**config.mk**
```make
export PLATFORM = sky130hd
export DESIGN_NAME = led_scan_capture_flat
export DESIGN_NICKNAME = d
export VERILOG_FILES = /design/src/rtl/led_scan_capture_if.sv /design/src/rtl/led_scan_capture.sv /design/src/flat_wrapper.sv
export SDC_FILE = /design/constraint.sdc
export NUM_CORES = 1
export LEC_CHECK = 0
export BUFFER_PORTS_ARGS = -buffer_cell sky130_fd_sc_hd__buf_4
export CORE_AREA = 3 3 224 171
export CTS_BUF_LIST = sky130_fd_sc_hd__clkbuf_4
export DETAILED_ROUTE_END_ITERATION = 8
export DIE_AREA = 0 0 227 174
export PLACE_DENSITY = 0.83
export SYNTH_ARGS = -nofsm -noshare
export SYNTH_HDL_FRONTEND = slang
export SYNTH_SLANG_ARGS = --single-unit
```
**constraint.sdc**
```tcl
create_clock -name clk -period 21.1 [get_ports clk]
set_input_delay 4.22 -clock clk [delete_from_list [all_inputs] [get_ports clk]]
set_output_delay 4.22 -clock clk [all_outputs]
set_load 0.005 [all_outputs]
```
**src/rtl/led_scan_capture_if.sv**
```systemverilog
// Signal bundle between the LED row-scan monitor and its observer: scan inputs, read port and status.
interface led_scan_capture_if;
  logic [15:0] scan_row;
  logic [15:0] scan_col;
  logic [3:0]  rd_row;
  logic [15:0] rd_data;
  logic        frame_done;
  logic        locked;
  logic        err_onehot;
  logic        err_seq;
  logic [15:0] frame_cnt;
  logic [7:0]  err_cnt;

  modport master (
    output scan_row, scan_col, rd_row,
    input  rd_data, frame_done, locked, err_onehot, err_seq, frame_cnt, err_cnt
  );

  modport slave (
    input  scan_row, scan_col, rd_row,
    output rd_data, frame_done, locked, err_onehot, err_seq, frame_cnt, err_cnt
  );
endinterface

```
**src/rtl/led_scan_capture.sv**
```systemverilog
// Rebuilds the 16x16 LED frame from the one-hot row scan into a double-buffered store.
// Optional frame/error statistics counters are enabled by defining LED_CAPTURE_STATS_EN.
//
// state   | meaning
// HUNT    | not locked; waiting for a row-0 event to start a frame
// CAPTURE | locked; expecting row exp_idx next, commits on row 15
module led_scan_capture (
  input  logic             clk,
  input  logic             rst,
  led_scan_capture_if.slave bus
);

  typedef enum logic {HUNT, CAPTURE} state_t;

  state_t      state, state_nxt;
  logic [3:0]  exp_idx, exp_nxt;
  logic [15:0] s_row, s_col, p_row;
  logic [15:0] shadow  [16];
  logic [15:0] display [16];
  logic [15:0] rd_data_q;
  logic        frame_done_q, err_onehot_q, err_seq_q;

  logic        row_event, row_onehot;
  logic [3:0]  row_idx;
  logic        shd_we, commit, seq_err, oh_err;

  assign row_event  = (s_row != p_row);
  assign row_onehot = (s_row != 16'd0) && ((s_row & (s_row - 16'd1)) == 16'd0);

  always_comb begin
    row_idx = 4'd0;
    for (int i = 0; i < 16; i++) begin
      if (s_row[i]) row_idx = 4'(i);
    end
  end

  always_ff @(posedge clk) begin
    if (rst) begin
      s_row <= '0;
      s_col <= '0;
      p_row <= '0;
    end else begin
      s_row <= bus.scan_row;
      s_col <= bus.scan_col;
      p_row <= s_row;
    end
  end

  always_ff @(posedge clk) begin
    if (rst) begin
      state   <= HUNT;
      exp_idx <= '0;
    end else begin
      state   <= state_nxt;
      exp_idx <= exp_nxt;
    end
  end

  always_comb begin
    state_nxt = state;
    exp_nxt   = exp_idx;
    shd_we    = 1'b0;
    commit    = 1'b0;
    seq_err   = 1'b0;
    oh_err    = 1'b0;
    if (row_event) begin
      case (state)
        HUNT: begin
          // Row 0 is the only entry point; zero is the idle value and never an error.
          if (row_onehot && row_idx == 4'd0) begin
            shd_we    = 1'b1;
            exp_nxt   = 4'd1;
            state_nxt = CAPTURE;
          end else if (s_row != 16'd0 && !row_onehot) begin
            oh_err = 1'b1;
          end
        end
        CAPTURE: begin
          if (!row_onehot) begin
            oh_err    = 1'b1;
            state_nxt = HUNT;
          end else if (row_idx == exp_idx) begin
            shd_we  = 1'b1;
            exp_nxt = exp_idx + 4'd1;
            commit  = (row_idx == 4'd15);
          end else if (row_idx == 4'd0) begin
            seq_err = 1'b1;
            shd_we  = 1'b1;
            exp_nxt = 4'd1;
          end else begin
            seq_err   = 1'b1;
            state_nxt = HUNT;
          end
        end
        default: state_nxt = HUNT;
      endcase
    end
  end

  // Row 15 goes straight from s_col into the display so the commit lands in one edge.
  always_ff @(posedge clk) begin
    if (rst) begin
      for (int i = 0; i < 16; i++) begin
        shadow[i]  <= '0;
        display[i] <= '0;
      end
    end else begin
      if (shd_we) shadow[row_idx] <= s_col;
      if (commit) begin
        for (int i = 0; i < 15; i++) display[i] <= shadow[i];
        display[15] <= s_col;
      end
    end
  end

  always_ff @(posedge clk) begin
    if (rst) begin
      rd_data_q    <= '0;
      frame_done_q <= 1'b0;
      err_onehot_q <= 1'b0;
      err_seq_q    <= 1'b0;
    end else begin
      rd_data_q    <= display[bus.rd_row];
      frame_done_q <= commit;
      err_onehot_q <= oh_err;
      err_seq_q    <= seq_err;
    end
  end

`ifdef LED_CAPTURE_STATS_EN
  logic [15:0] frame_cnt_q;
  logic [7:0]  err_cnt_q;

  always_ff @(posedge clk) begin
    if (rst) begin
      frame_cnt_q <= '0;
      err_cnt_q   <= '0;
    end else begin
      if (commit) frame_cnt_q <= frame_cnt_q + 16'd1;
      if ((seq_err || oh_err) && err_cnt_q != 8'hFF) err_cnt_q <= err_cnt_q + 8'd1;
    end
  end

  assign bus.frame_cnt = frame_cnt_q;
  assign bus.err_cnt   = err_cnt_q;
`else
  assign bus.frame_cnt = 16'd0;
  assign bus.err_cnt   = 8'd0;
`endif

  assign bus.rd_data    = rd_data_q;
  assign bus.frame_done = frame_done_q;
  assign bus.err_onehot = err_onehot_q;
  assign bus.err_seq    = err_seq_q;
  assign bus.locked     = (state == CAPTURE);

endmodule

```
**src/flat_wrapper.sv**
```systemverilog
// flat-port wrapper written by rule: the top's interface ports become plain ports
module led_scan_capture_flat 
  (clk, rst, bus_scan_row, bus_scan_col, bus_rd_row, bus_rd_data, bus_frame_done, bus_locked, bus_err_onehot, bus_err_seq, bus_frame_cnt, bus_err_cnt);
  led_scan_capture_if bus_i ();
  input  logic clk;
  input  logic rst;
  input wire logic [$bits(bus_i.scan_row)-1:0] bus_scan_row;
  input wire logic [$bits(bus_i.scan_col)-1:0] bus_scan_col;
  input wire logic [$bits(bus_i.rd_row)-1:0] bus_rd_row;
  output wire logic [$bits(bus_i.rd_data)-1:0] bus_rd_data;
  output wire logic [$bits(bus_i.frame_done)-1:0] bus_frame_done;
  output wire logic [$bits(bus_i.locked)-1:0] bus_locked;
  output wire logic [$bits(bus_i.err_onehot)-1:0] bus_err_onehot;
  output wire logic [$bits(bus_i.err_seq)-1:0] bus_err_seq;
  output wire logic [$bits(bus_i.frame_cnt)-1:0] bus_frame_cnt;
  output wire logic [$bits(bus_i.err_cnt)-1:0] bus_err_cnt;
  assign bus_i.scan_row = bus_scan_row;
  assign bus_i.scan_col = bus_scan_col;
  assign bus_i.rd_row = bus_rd_row;
  assign bus_rd_data = bus_i.rd_data;
  assign bus_frame_done = bus_i.frame_done;
  assign bus_locked = bus_i.locked;
  assign bus_err_onehot = bus_i.err_onehot;
  assign bus_err_seq = bus_i.err_seq;
  assign bus_frame_cnt = bus_i.frame_cnt;
  assign bus_err_cnt = bus_i.err_cnt;
  led_scan_capture u_core (.clk(clk), .rst(rst), .bus(bus_i));
endmodule
```
==> flow_metrics.py, run 1 <==
metrics = {
    "outcome": {
        "outcome": "finished clean",
    },
    "detailed_routing": {
        "drt_pass1_iterations": 6,
        "antenna_left": 0,
        "wirelength_um": 50900,
        "vias": 12706,
        "route.detailed.drc": 0,
        "via_per_inst": 5.87,
        "routedWlPerCell_um": 23.5,
        "drtIter0Drc": 1528,
    },
    "floorplanning": {
        "start_util": 0.655,
        "top_level_ports": 82,
        "rows": 60,
        "die_h_um": 174,
        "dieArea_sq_um": 39500,
        "fp.dieW_um": 227,
        "coreArea_sq_um": 36000,
    },
    "cts": {
        "numCtsBuffers": 135,
        "cts_resized": 0,
        "cts_root_buf": "clkbuf_4",
        "clock_sinks": 568,
        "hold_buffers": 0,
        "cts_tree": "yes",
        "clock_latency_ns": 0.81,
        "path_clk_slew_ns": 0.08,
        "cts_max_level": 4,
        "clockBufferDepth": 3,
        "postCtsSetupRepairBufs": 0,
    },
    "sta": {
        "worst_slew_pin_slew_ns": 1.32,
        "rsz0062_at_grt": "no",
        "layout_min_cycle_time_ns": 6.57,
        "slew_headroom": 0.123,
        "period_share": 0.311,
        "final-hold-violation-count": 0,
        "final.setup_skew_ns": 0.0522,
        "setup_viol_count_final": 0,
        "drv_slew": 0,
        "max_freq_mhz": 152,
        "fin_setup_tns_ns": 0,
        "holdWs_ns": 0.472,
    },
    "finish": {
        "areaGrowthSynthToFinish_pct": 9.56,
        "nNetsFinal": 1641,
        "drive_gt1_frac": 0.235,
        "fill_cells": 2225,
        "post-route-util": 0.718,
    },
    "worst_setup_path": {
        "cp-startpoint": "rst",
        "crit_type": "input port to flop",
        "cp.required_ns": 21.48,
        "crit_arrival_ns": 6.95,
        "path_max_fanout": 173,
        "crit_path_end_kind": "flop",
        "start_kind": "input port",
        "rr_startpoint": "u_core.s_row[12]",
    },
    "grt": {
        "grt_max_degree": 174,
        "overflow": 0,
        "grt_antenna_before_repair": 8,
        "grt_usage": 0.265,
        "grt_pass1_wl_um": 76400,
        "grt_pass1_vias": 12875,
    },
    "synth": {
        "synth_edf_count": 496,
        "synth_top_area_cell": "edfxtp_1",
        "ys_top_cells_by_count": "edfxtp_1 (496), and2_1 (353), nor2b_1 (140), clkbuf_1 (81), mux4_2 (80)",
        "syn-cell-area_sq_um": 23600,
        "avgSynthCellArea_sq_um": 15.6,
        "synthFlopType": "edfxtp_1",
        "synth_warnings": 0,
        "async_flop_share": 0,
        "netlist.area_leader.share": 0.632,
        "synthCells": 1510,
        "synth_cell_types": 63,
        "synth_most_common_cell": "edfxtp_1",
        "synth_seq_cells": 568,
        "ys_seq_area_frac": 0.693,
        "synth.area.top_cells": "edfxtp_1 (63%), and2_1 (9.4%), mux4_2 (7.6%)",
    },
    "pwr": {
        "ir_drop_mv": 0.0726,
        "p_per_area_nw_per_um2": 88.9,
        "leakagePower_nw": 9.85,
    },
    "placement": {
        "io_buffers": 57,
        "dp_hpwl_um": 30800,
        "gp_congestion": 0.898,
    },
    "job": {
        "drv_cap": 0,
    },
    "min_path": {
        "min_from": "u_core.shadow[1][3]",
        "hold_class": "flop to flop",
    },
}
==> kinds of logic (layout without fill, tap and decap cells) <==
logic type	after synthesis	count (layout)	share of synthesized area
AND/OR/NAND/NOR	650	650	0.178
flip-flops	568	568	0.693
AO/OA/AOI/OAI	47	47	0.0152
buffers and inverters	143	307	0.0287
adder cells (fa/ha/maj)	2	2	0.000955
multiplexers	81	81	0.0769
other	1	25	0.000159
XOR/XNOR	18	18	0.00669
==> registers in the layout (all words and copies together), names as in the netlist, 4 cells and up <==
| signal | cells |
|---|---|
| u_core.bus.rd_data | 16 |
| u_core.display | 256 |
| u_core.exp_idx | 4 |
| u_core.p_row | 16 |
| u_core.s_col | 16 |
| u_core.s_row | 16 |
| u_core.shadow | 240 |
==> critical path, cell delays in order <==
cell and delay [ns]:
buf_4 0.35, buf_4 0.60, a21o_4 0.84, buf_12 0.74
==> power by group <==
part / switching, mW / leakage, nW / internal (mW)
logic: 0.0718 / 3.13 / 0.0487
registers: 0.0302 / 5.70 / 1.26
clock network: 0.418 / 1.02 / 0.463
total: 0.520 / 9.85 / 1.77
==> path summary, 6_finish.rpt <==
check | to | slack [ns] | depth (start not counted)
min | u_core.display[1][3] | 0.47 | 1
max | u_core.display[0][10] | 14.53 | 4
min reg2reg | u_core.display[1][3] | 0.47 | 1
max reg2reg | u_core.display[0][10] | 15.96 | 8
==> layer usage <==
layer | global-route usage | share of wire | vias to the layer above
met5 | 0 | 0 | -
met4 | 0.109 | 0.035 | 0
met3 | 0.0922 | 0.12 | 126
met2 | 0.385 | 0.45 | 689
met1 | 0.372 | 0.39 | 6220
li1 | - | - | 5671
==> cell usage in the layout, fill, tap and decap left out, types with 2 or more instances in the layout <==
| master | netlist | final |
|---|---|---|
| edfxtp_1 | 496 | 496 |
| and2_1 | 353 | 353 |
| clkbuf_4 | 0 | 211 |
| nor2b_1 | 140 | 139 |
| mux4_2 | 80 | 80 |
| dfxtp_1 | 72 | 72 |
| buf_4 | 28 | 66 |
| and3_1 | 65 | 65 |
| conb_1 | 1 | 24 |
| nor2_1 | 19 | 19 |
| clkinv_1 | 0 | 19 |
| xnor2_1 | 17 | 17 |
| nand2_1 | 12 | 12 |
| or2_2 | 10 | 10 |
| nor4_4 | 9 | 9 |
| inv_1 | 8 | 8 |
| o21ai_0 | 8 | 7 |
| a21oi_1 | 7 | 7 |
| nand4_1 | 6 | 6 |
| nor4_1 | 5 | 5 |
| or3_1 | 5 | 5 |
| or4_1 | 4 | 4 |
| a21o_1 | 5 | 4 |
| nor3_1 | 4 | 4 |
| a31oi_1 | 4 | 4 |
| nand3_1 | 3 | 3 |
| nor3_4 | 3 | 3 |
| a311oi_1 | 2 | 2 |
| nand2b_1 | 2 | 2 |
| a211o_1 | 2 | 2 |
| a31o_2 | 2 | 2 |
| or3_4 | 2 | 2 |
| a211oi_4 | 2 | 2 |
==> through the flow <==
stage,std cells,cell area [sq um],worst slack (ns),total power [mW]
after floorplan,1533,23700,10.59,1.39
after CTS,2162,25800,14.59,2.31
after global routing,2163,25800,14.40,2.38
final,2163,25800,14.53,2.29
after detailed placement,1930,24100,13.74,1.44
after global placement,1930,24100,13.84,1.43
==> cell type report <==
type / instances / area (sq um) / share of cell area
sequential: 568 / 16300 / 0.633
multi-input combinational: 822 / 6670 / 0.258
clock buffer: 211 / 1580 / 0.0613
tap: 465 / 582 / 0.0225
timing repair buffer: 67 / 515 / 0.0200
clock inverter: 21 / 106 / 0.00412
inverter: 8 / 30.0 / 0.00116
antenna: 1 / 2.50 / 0.0000969
(Power assumes the default switching activity.)
==> run 2: changes to the inputs <==
--- a/config.mk
+++ b/config.mk
@@ -5,12 +5,13 @@
 export SDC_FILE = /design/constraint.sdc
 export NUM_CORES = 1
 export LEC_CHECK = 0
+export ABC_AREA = 1
 export BUFFER_PORTS_ARGS = -buffer_cell sky130_fd_sc_hd__buf_4
-export CORE_AREA = 3 3 224 171
+export CORE_AREA = 3 3 238 182
 export CTS_BUF_LIST = sky130_fd_sc_hd__clkbuf_4
 export DETAILED_ROUTE_END_ITERATION = 8
-export DIE_AREA = 0 0 227 174
-export PLACE_DENSITY = 0.83
+export DIE_AREA = 0 0 241 185
+export PLACE_DENSITY = 0.77
 export SYNTH_ARGS = -nofsm -noshare
 export SYNTH_HDL_FRONTEND = slang
 export SYNTH_SLANG_ARGS = --single-unit
==> constraint.sdc (replaced) <==
create_clock -name clk -period 5.4 [get_ports clk]
set_input_delay 1.08 -clock clk [delete_from_list [all_inputs] [get_ports clk]]
set_output_delay 1.08 -clock clk [all_outputs]
set_load 0.005 [all_outputs]
==> run 2 against run 1 <==
Final cell count is 32% higher. Sequential share of layout area shrank 0.68 points. Critical path depth is 10 higher. Cell area up 1.1%. Largest cell class unchanged.
==> flow_metrics.py, run 2 <==
metrics = {
    "outcome": {
        "outcome": "finished clean",
    },
    "synth": {
        "synth_top_family_by_area": "simple AND/OR/NAND/NOR gates",
        "synth_most_common_cell": "nor2_1",
        "syn-cell-area_sq_um": 23700,
        "avgSynthCellArea_sq_um": 11.0,
        "synth_edf_count": 496,
        "async_flop_share": 0,
        "netlist.area_leader.share": 0.629,
        "synth-simple-area-share": 0.157,
        "synth_cell_types": 42,
        "synth_compound_area_frac": 0.0639,
        "ys_seq_area_frac": 0.690,
        "synth.area.top_cells": "edfxtp_1 (63%), nor2_1 (10%), dfxtp_1 (6.1%)",
        "synthMuxAreaShare": 0,
        "synth_top_area_cell": "edfxtp_1",
        "synthFlopType": "edfxtp_1",
        "synth-xor-area-share": 0.00666,
        "ys_top_cells_by_count": "nor2_1 (628), edfxtp_1 (496), inv_1 (311), o21ai_0 (135), clkbuf_1 (77)",
        "synthAdderAreaFrac": 0.000528,
        "synth_seq_cells": 568,
        "synth_warnings": 0,
        "synthCells": 2147,
    },
    "floorplanning": {
        "die_h_um": 185,
        "start_util": 0.580,
        "top_level_ports": 82,
        "fp.dieW_um": 241,
        "coreArea_sq_um": 40800,
        "dieArea_sq_um": 44600,
        "rows": 64,
    },
    "grt": {
        "grt_usage": 0.259,
        "grt_max_degree": 174,
        "grt_antenna_before_repair": 2,
        "grt_pass1_wl_um": 87300,
        "overflow": 0,
        "grt_pass1_vias": 15578,
    },
    "worst_setup_path": {
        "worst_path_most_repeated_cell": "nand2_1",
        "start_kind": "flop",
        "crit_arrival_ns": 4.49,
        "path_max_fanout": 17,
        "cp.required_ns": 5.84,
        "crit_type": "flop to flop",
        "crit_path_end_kind": "flop",
        "cp_num_buf_inv": 1,
        "cp_slowest_cell": "nand2_1",
        "crit_family": "simple AND/OR/NAND/NOR gates",
        "crit_chain": "inv_1 > nand2_1 > a21oi_1 > o21ai_1 > nand2_1 > nand3_2 > xor2_1 > nor3_2 > nand2_1 > nor2_2 > nand2_2 > nand2_4 > nand4_2 > nand2_1",
        "cpPeakStageDelay_ns": 0.89,
    },
    "detailed_routing": {
        "wirelength_um": 56600,
        "routedWlPerCell_um": 19.8,
        "vias": 15998,
        "drt_pass1_iterations": 7,
        "drtIter0Drc": 2118,
        "route.detailed.drc": 0,
        "via_per_inst": 5.59,
        "antenna_left": 0,
    },
    "cts": {
        "numCtsBuffers": 137,
        "path_clk_slew_ns": 0.07,
        "cts_resized": 0,
        "cts_tree": "yes",
        "cts_max_level": 4,
        "cts_root_buf": "clkbuf_4",
        "postCtsSetupRepairBufs": 0,
        "clock_sinks": 568,
        "clockBufferDepth": 3,
        "hold_buffers": 0,
        "clock_latency_ns": 0.86,
    },
    "finish": {
        "areaGrowthSynthToFinish_pct": 10.3,
        "fill_cells": 3122,
        "final_cell_mix": "nor2_1 (626), edfxtp_1 (496), inv_1 (309), clkbuf_4 (203), o21ai_0 (133)",
        "post-route-util": 0.640,
        "nNetsFinal": 2274,
        "final_common_cell": "nor2_1",
        "multi_input_area_sq_um": 5540,
        "largest_register_ff_count": 256,
        "top_regs": "u_core.display: 256 flops, u_core.shadow: 240 flops",
        "drive_gt1_frac": 0.177,
        "regMostFlops": "u_core.display",
        "ff_latch_area_sq_um": 16300,
    },
    "sta": {
        "period_share": 0.749,
        "max_freq_mhz": 247,
        "drv_slew": 0,
        "timing.final.ws_setup_ns": 1.35,
        "rsz0062_at_grt": "no",
        "setup_viol_count_final": 0,
        "worst_slew_pin_slew_ns": 1.26,
        "slew_headroom": 0.159,
        "layout_min_cycle_time_ns": 4.05,
        "final-hold-violation-count": 0,
        "final.setup_skew_ns": 0.0678,
    },
    "placement": {
        "io_buffers": 57,
        "dp_hpwl_um": 32800,
        "dp_slack_ns": 1.49,
        "gp_congestion": 0.866,
    },
    "pwr": {
        "ir_drop_mv": 0.212,
        "p_per_area_nw_per_um2": 352,
        "leakagePower_nw": 10.5,
    },
    "min_path": {
        "hold_class": "input port to flop",
    },
    "job": {
        "drv_cap": 0,
    },
}
## run 2: worst min-delay path, delay by kind of cell
kind / cells / cell delay (ns)
buf+inv: 2 / 0.11
simple gates: 1 / 0.06
## run 2: cells by family (layout without fill, tap and decap cells)
logic type	Yosys count	after routing
flops	568	568
compound gates	249	249
buf+inv	468	631
xor+xnor	18	18
fa+ha+maj	1	1
other cells	1	25
simple gates	842	842
## run 2: per-stage QoR
step	setup TNS [ns]	hold slack (ns)	power, mW	instance area (sq um)	cells
after floorplan	-164.79	0.456	5.45	23800	2170
after global placement	0	0.463	5.64	24300	2624
after detailed placement	0	0.477	5.66	24300	2624
after CTS	0	0.358	9.24	26100	2861
after global routing	0	0.376	9.54	26100	2862
final	0	0.418	9.20	26100	2862
## run 2: layout make-up
| type | count | share of cell area |
|---|---|---|
| clock buffer | 203 | 0.0584 |
| timing repair buffer | 70 | 0.0211 |
| inverter | 324 | 0.0466 |
| tap | 528 | 0.0253 |
| antenna | 1 | 0.0000958 |
| sequential | 568 | 0.626 |
| multi-input combinational | 1134 | 0.212 |
| clock inverter | 34 | 0.0106 |
## run 2: power breakdown
group          switching, mW  internal, mW
Sequential            0.0602          4.95
Clock                   1.67          1.96
Combinational          0.432         0.138
## run 2: path summary, 6_finish.rpt
kind                    from               endpoint  slack (ns)  depth (start not counted)
max          u_core.s_row[7]  u_core.shadow[14][15]        1.35                         14
max reg2reg  u_core.s_row[7]  u_core.shadow[14][15]        1.35                         14
min          bus_scan_col[3]        u_core.s_col[3]        0.42                          3
min reg2reg  u_core.s_row[1]        u_core.p_row[1]        0.48                          2
## run 2: layer usage
layer	GRT usage	share of wire
met1	0.363	0.40
met2	0.388	0.45
met3	0.0755	0.12
met4	0.0963	0.026
met5	0	0
==> run 3: changes to the inputs <==
--- a/config.mk
+++ b/config.mk
@@ -7,11 +7,11 @@
 export LEC_CHECK = 0
 export ABC_AREA = 1
 export BUFFER_PORTS_ARGS = -buffer_cell sky130_fd_sc_hd__buf_4
-export CORE_AREA = 3 3 238 182
+export CORE_AREA = 3 3 227 173
 export CTS_BUF_LIST = sky130_fd_sc_hd__clkbuf_4
 export DETAILED_ROUTE_END_ITERATION = 8
-export DIE_AREA = 0 0 241 185
-export PLACE_DENSITY = 0.77
+export DIE_AREA = 0 0 230 176
+export PLACE_DENSITY = 0.81
 export SYNTH_ARGS = -nofsm -noshare
 export SYNTH_HDL_FRONTEND = slang
 export SYNTH_SLANG_ARGS = --single-unit
==> constraint.sdc (replaced) <==
create_clock -name clk -period 3.8 [get_ports clk]
set_input_delay 0.76 -clock clk [delete_from_list [all_inputs] [get_ports clk]]
set_output_delay 0.76 -clock clk [all_outputs]
set_load 0.005 [all_outputs]
==> run 3 against run 2 <==
Die area shrank 9.2%. Setup slack got worse by 0.95 ns. Count of clock-buffer cells in the layout grew 6. Final cell count grew 0.73%. Via count up 0.91%. Critical path depth fell by 2. Sequential share of layout area decreased by 0.91 points. Register-to-register slack got worse by 0.95 ns. Largest cell class unchanged.
==> flow_metrics.py, run 3 (same netlist as run 2, synthesis figures left out) <==
metrics = {
    "sta": {
        "drv_slew": 0,
        "rsz0062_at_grt": "no",
        "final-hold-violation-count": 0,
        "worst_slew_pin_slew_ns": 0.980,
        "max_freq_mhz": 295,
        "setup_viol_count_final": 0,
        "period_share": 0.893,
        "slew_headroom": 0.346,
        "final.setup_skew_ns": 0.0530,
        "fin_setup_tns_ns": 0,
        "layout_min_cycle_time_ns": 3.39,
        "holdWs_ns": 0.143,
    },
    "worst_setup_path": {
        "crit_path_end_kind": "flop",
        "path_max_fanout": 29,
        "start_kind": "flop",
        "crit_arrival_ns": 3.84,
        "cp.required_ns": 4.25,
        "crit_type": "flop to flop",
    },
    "floorplanning": {
        "rows": 61,
        "dieArea_sq_um": 40500,
        "fp.dieW_um": 230,
        "start_util": 0.639,
        "die_h_um": 176,
        "coreArea_sq_um": 37100,
        "top_level_ports": 82,
    },
    "cts": {
        "cts_root_buf": "clkbuf_4",
        "postCtsSetupRepairBufs": 0,
        "clock_latency_ns": 0.83,
        "cts_max_level": 4,
        "hold_buffers": 0,
        "cts_resized": 0,
        "clockBufferDepth": 3,
        "cts_tree": "yes",
        "path_clk_slew_ns": 0.07,
        "numCtsBuffers": 134,
        "clock_sinks": 568,
    },
    "detailed_routing": {
        "drtIter0Drc": 2256,
        "vias": 16143,
        "drt_pass1_iterations": 6,
        "antenna_left": 0,
        "wirelength_um": 56200,
        "via_per_inst": 5.60,
        "route.detailed.drc": 0,
        "routedWlPerCell_um": 19.5,
    },
    "finish": {
        "multi_input_area_sq_um": 5540,
        "areaGrowthSynthToFinish_pct": 11.9,
        "largest_register_ff_count": 256,
        "nNetsFinal": 2315,
        "top_regs": "u_core.display: 256 flops, u_core.shadow: 240 flops",
        "drive_gt1_frac": 0.193,
        "final_common_cell": "nor2_1",
        "ff_latch_area_sq_um": 16300,
        "final_cell_mix": "nor2_1 (626), edfxtp_1 (496), inv_1 (309), clkbuf_4 (209), o21ai_0 (133)",
        "fill_cells": 2531,
        "regMostFlops": "u_core.display",
    },
    "outcome": {
        "outcome": "finished clean",
    },
    "min_path": {
        "hold_class": "input port to flop",
    },
    "grt": {
        "grt_max_degree": 161,
        "grt_pass1_wl_um": 87100,
        "overflow": 0,
        "grt_usage": 0.281,
        "grt_pass1_vias": 15969,
        "grt_antenna_before_repair": 1,
    },
    "pwr": {
        "leakagePower_nw": 10.7,
        "pwr-share-seq": 0.547,
        "p_sw_mw": 3.06,
        "ir_drop_mv": 0.376,
        "pwr-share-comb": 0.064,
        "swShare": 0.235,
        "p_int_mw": 9.95,
        "p_per_area_nw_per_um2": 491,
        "p_clk_frac": 0.390,
    },
    "placement": {
        "dp_hpwl_um": 33600,
        "io_buffers": 57,
        "gp_congestion": 0.891,
    },
    "job": {
        "drv_cap": 0,
    },
}
## run 3: changes by cell type in the layout (fill, tap and decap cells not counted), sizes merged
cell / previous run / this run
clkinv: 28 / 26
bufinv: 5 / 3
clkbuf: 203 / 209
clkinvlp: 2 / 1
buf: 70 / 114
## run 3: metal layers
| metal | global-route usage | share of wire | up-vias | routed length [um] |
|---|---|---|---|---|
| met4 | 0.112 | 0.028 | 0 | 1550 |
| li1 | - | - | 7335 | - |
| met3 | 0.0632 | 0.11 | 141 | 6380 |
| met5 | 0 | 0 | - | 0 |
| met2 | 0.436 | 0.47 | 985 | 26300 |
| met1 | 0.392 | 0.39 | 7682 | 22000 |
## run 3: worst paths after layout
path         cells past startpoint  slack [ns]                    to             start
max reg2reg                     12        0.41  u_core.display[6][5]   u_core.s_row[3]
min reg2reg                      2        0.49       u_core.p_row[1]   u_core.s_row[1]
min                              3        0.14      u_core.s_col[15]  bus_scan_col[15]
max                             12        0.41  u_core.display[6][5]   u_core.s_row[3]
## run 3: critical path, stage by stage, from the launching register on
cell	delay, ns
dfxtp_1	0.33
inv_2	0.10
nand2_1	0.11
nor2_2	0.23
nand4_1	0.20
nand2_1	0.15
nand3_1	0.07
nor3_1	0.29
nand3_1	0.19
nor2_1	0.13
nand4_1	0.19
o21ai_4	0.54
buf_4	0.48
## run 3: power by group through the flow
stage          Clock (mW)  Combinational (mW)  Sequential (mW)
2_1_floorplan           0               0.512             7.23
3_3_place_gp            0               0.791             7.23
3_5_place_dp            0               0.813             7.24
4_1_cts              5.13               0.819             7.11
5_1_grt              5.46               0.898             7.13
6_report             5.07               0.827             7.11
## run 3: layout make-up
type,instances,share of cell area
timing repair buffer,114,0.0380
clock inverter,29,0.00727
multi-input combinational,1134,0.209
inverter,324,0.0459
clock buffer,209,0.0592
antenna,1,0.0000944
sequential,568,0.617
tap,504,0.0238
## run 3: through the flow
stage / area, sq um / util / power, mW / instances / setup slack, ns
after floorplan: 23800 / - / 7.75 / 2170 / -2.24
after global placement: 24700 / 0.667 / 8.02 / 2644 / 0.591
after detailed placement: 24700 / 0.667 / 8.06 / 2644 / 0.543
after CTS: 26500 / 0.714 / 13.1 / 2882 / 0.510
after global routing: 26500 / 0.715 / 13.5 / 2883 / 0.158
final: 26500 / 0.715 / 13.0 / 2883 / 0.406
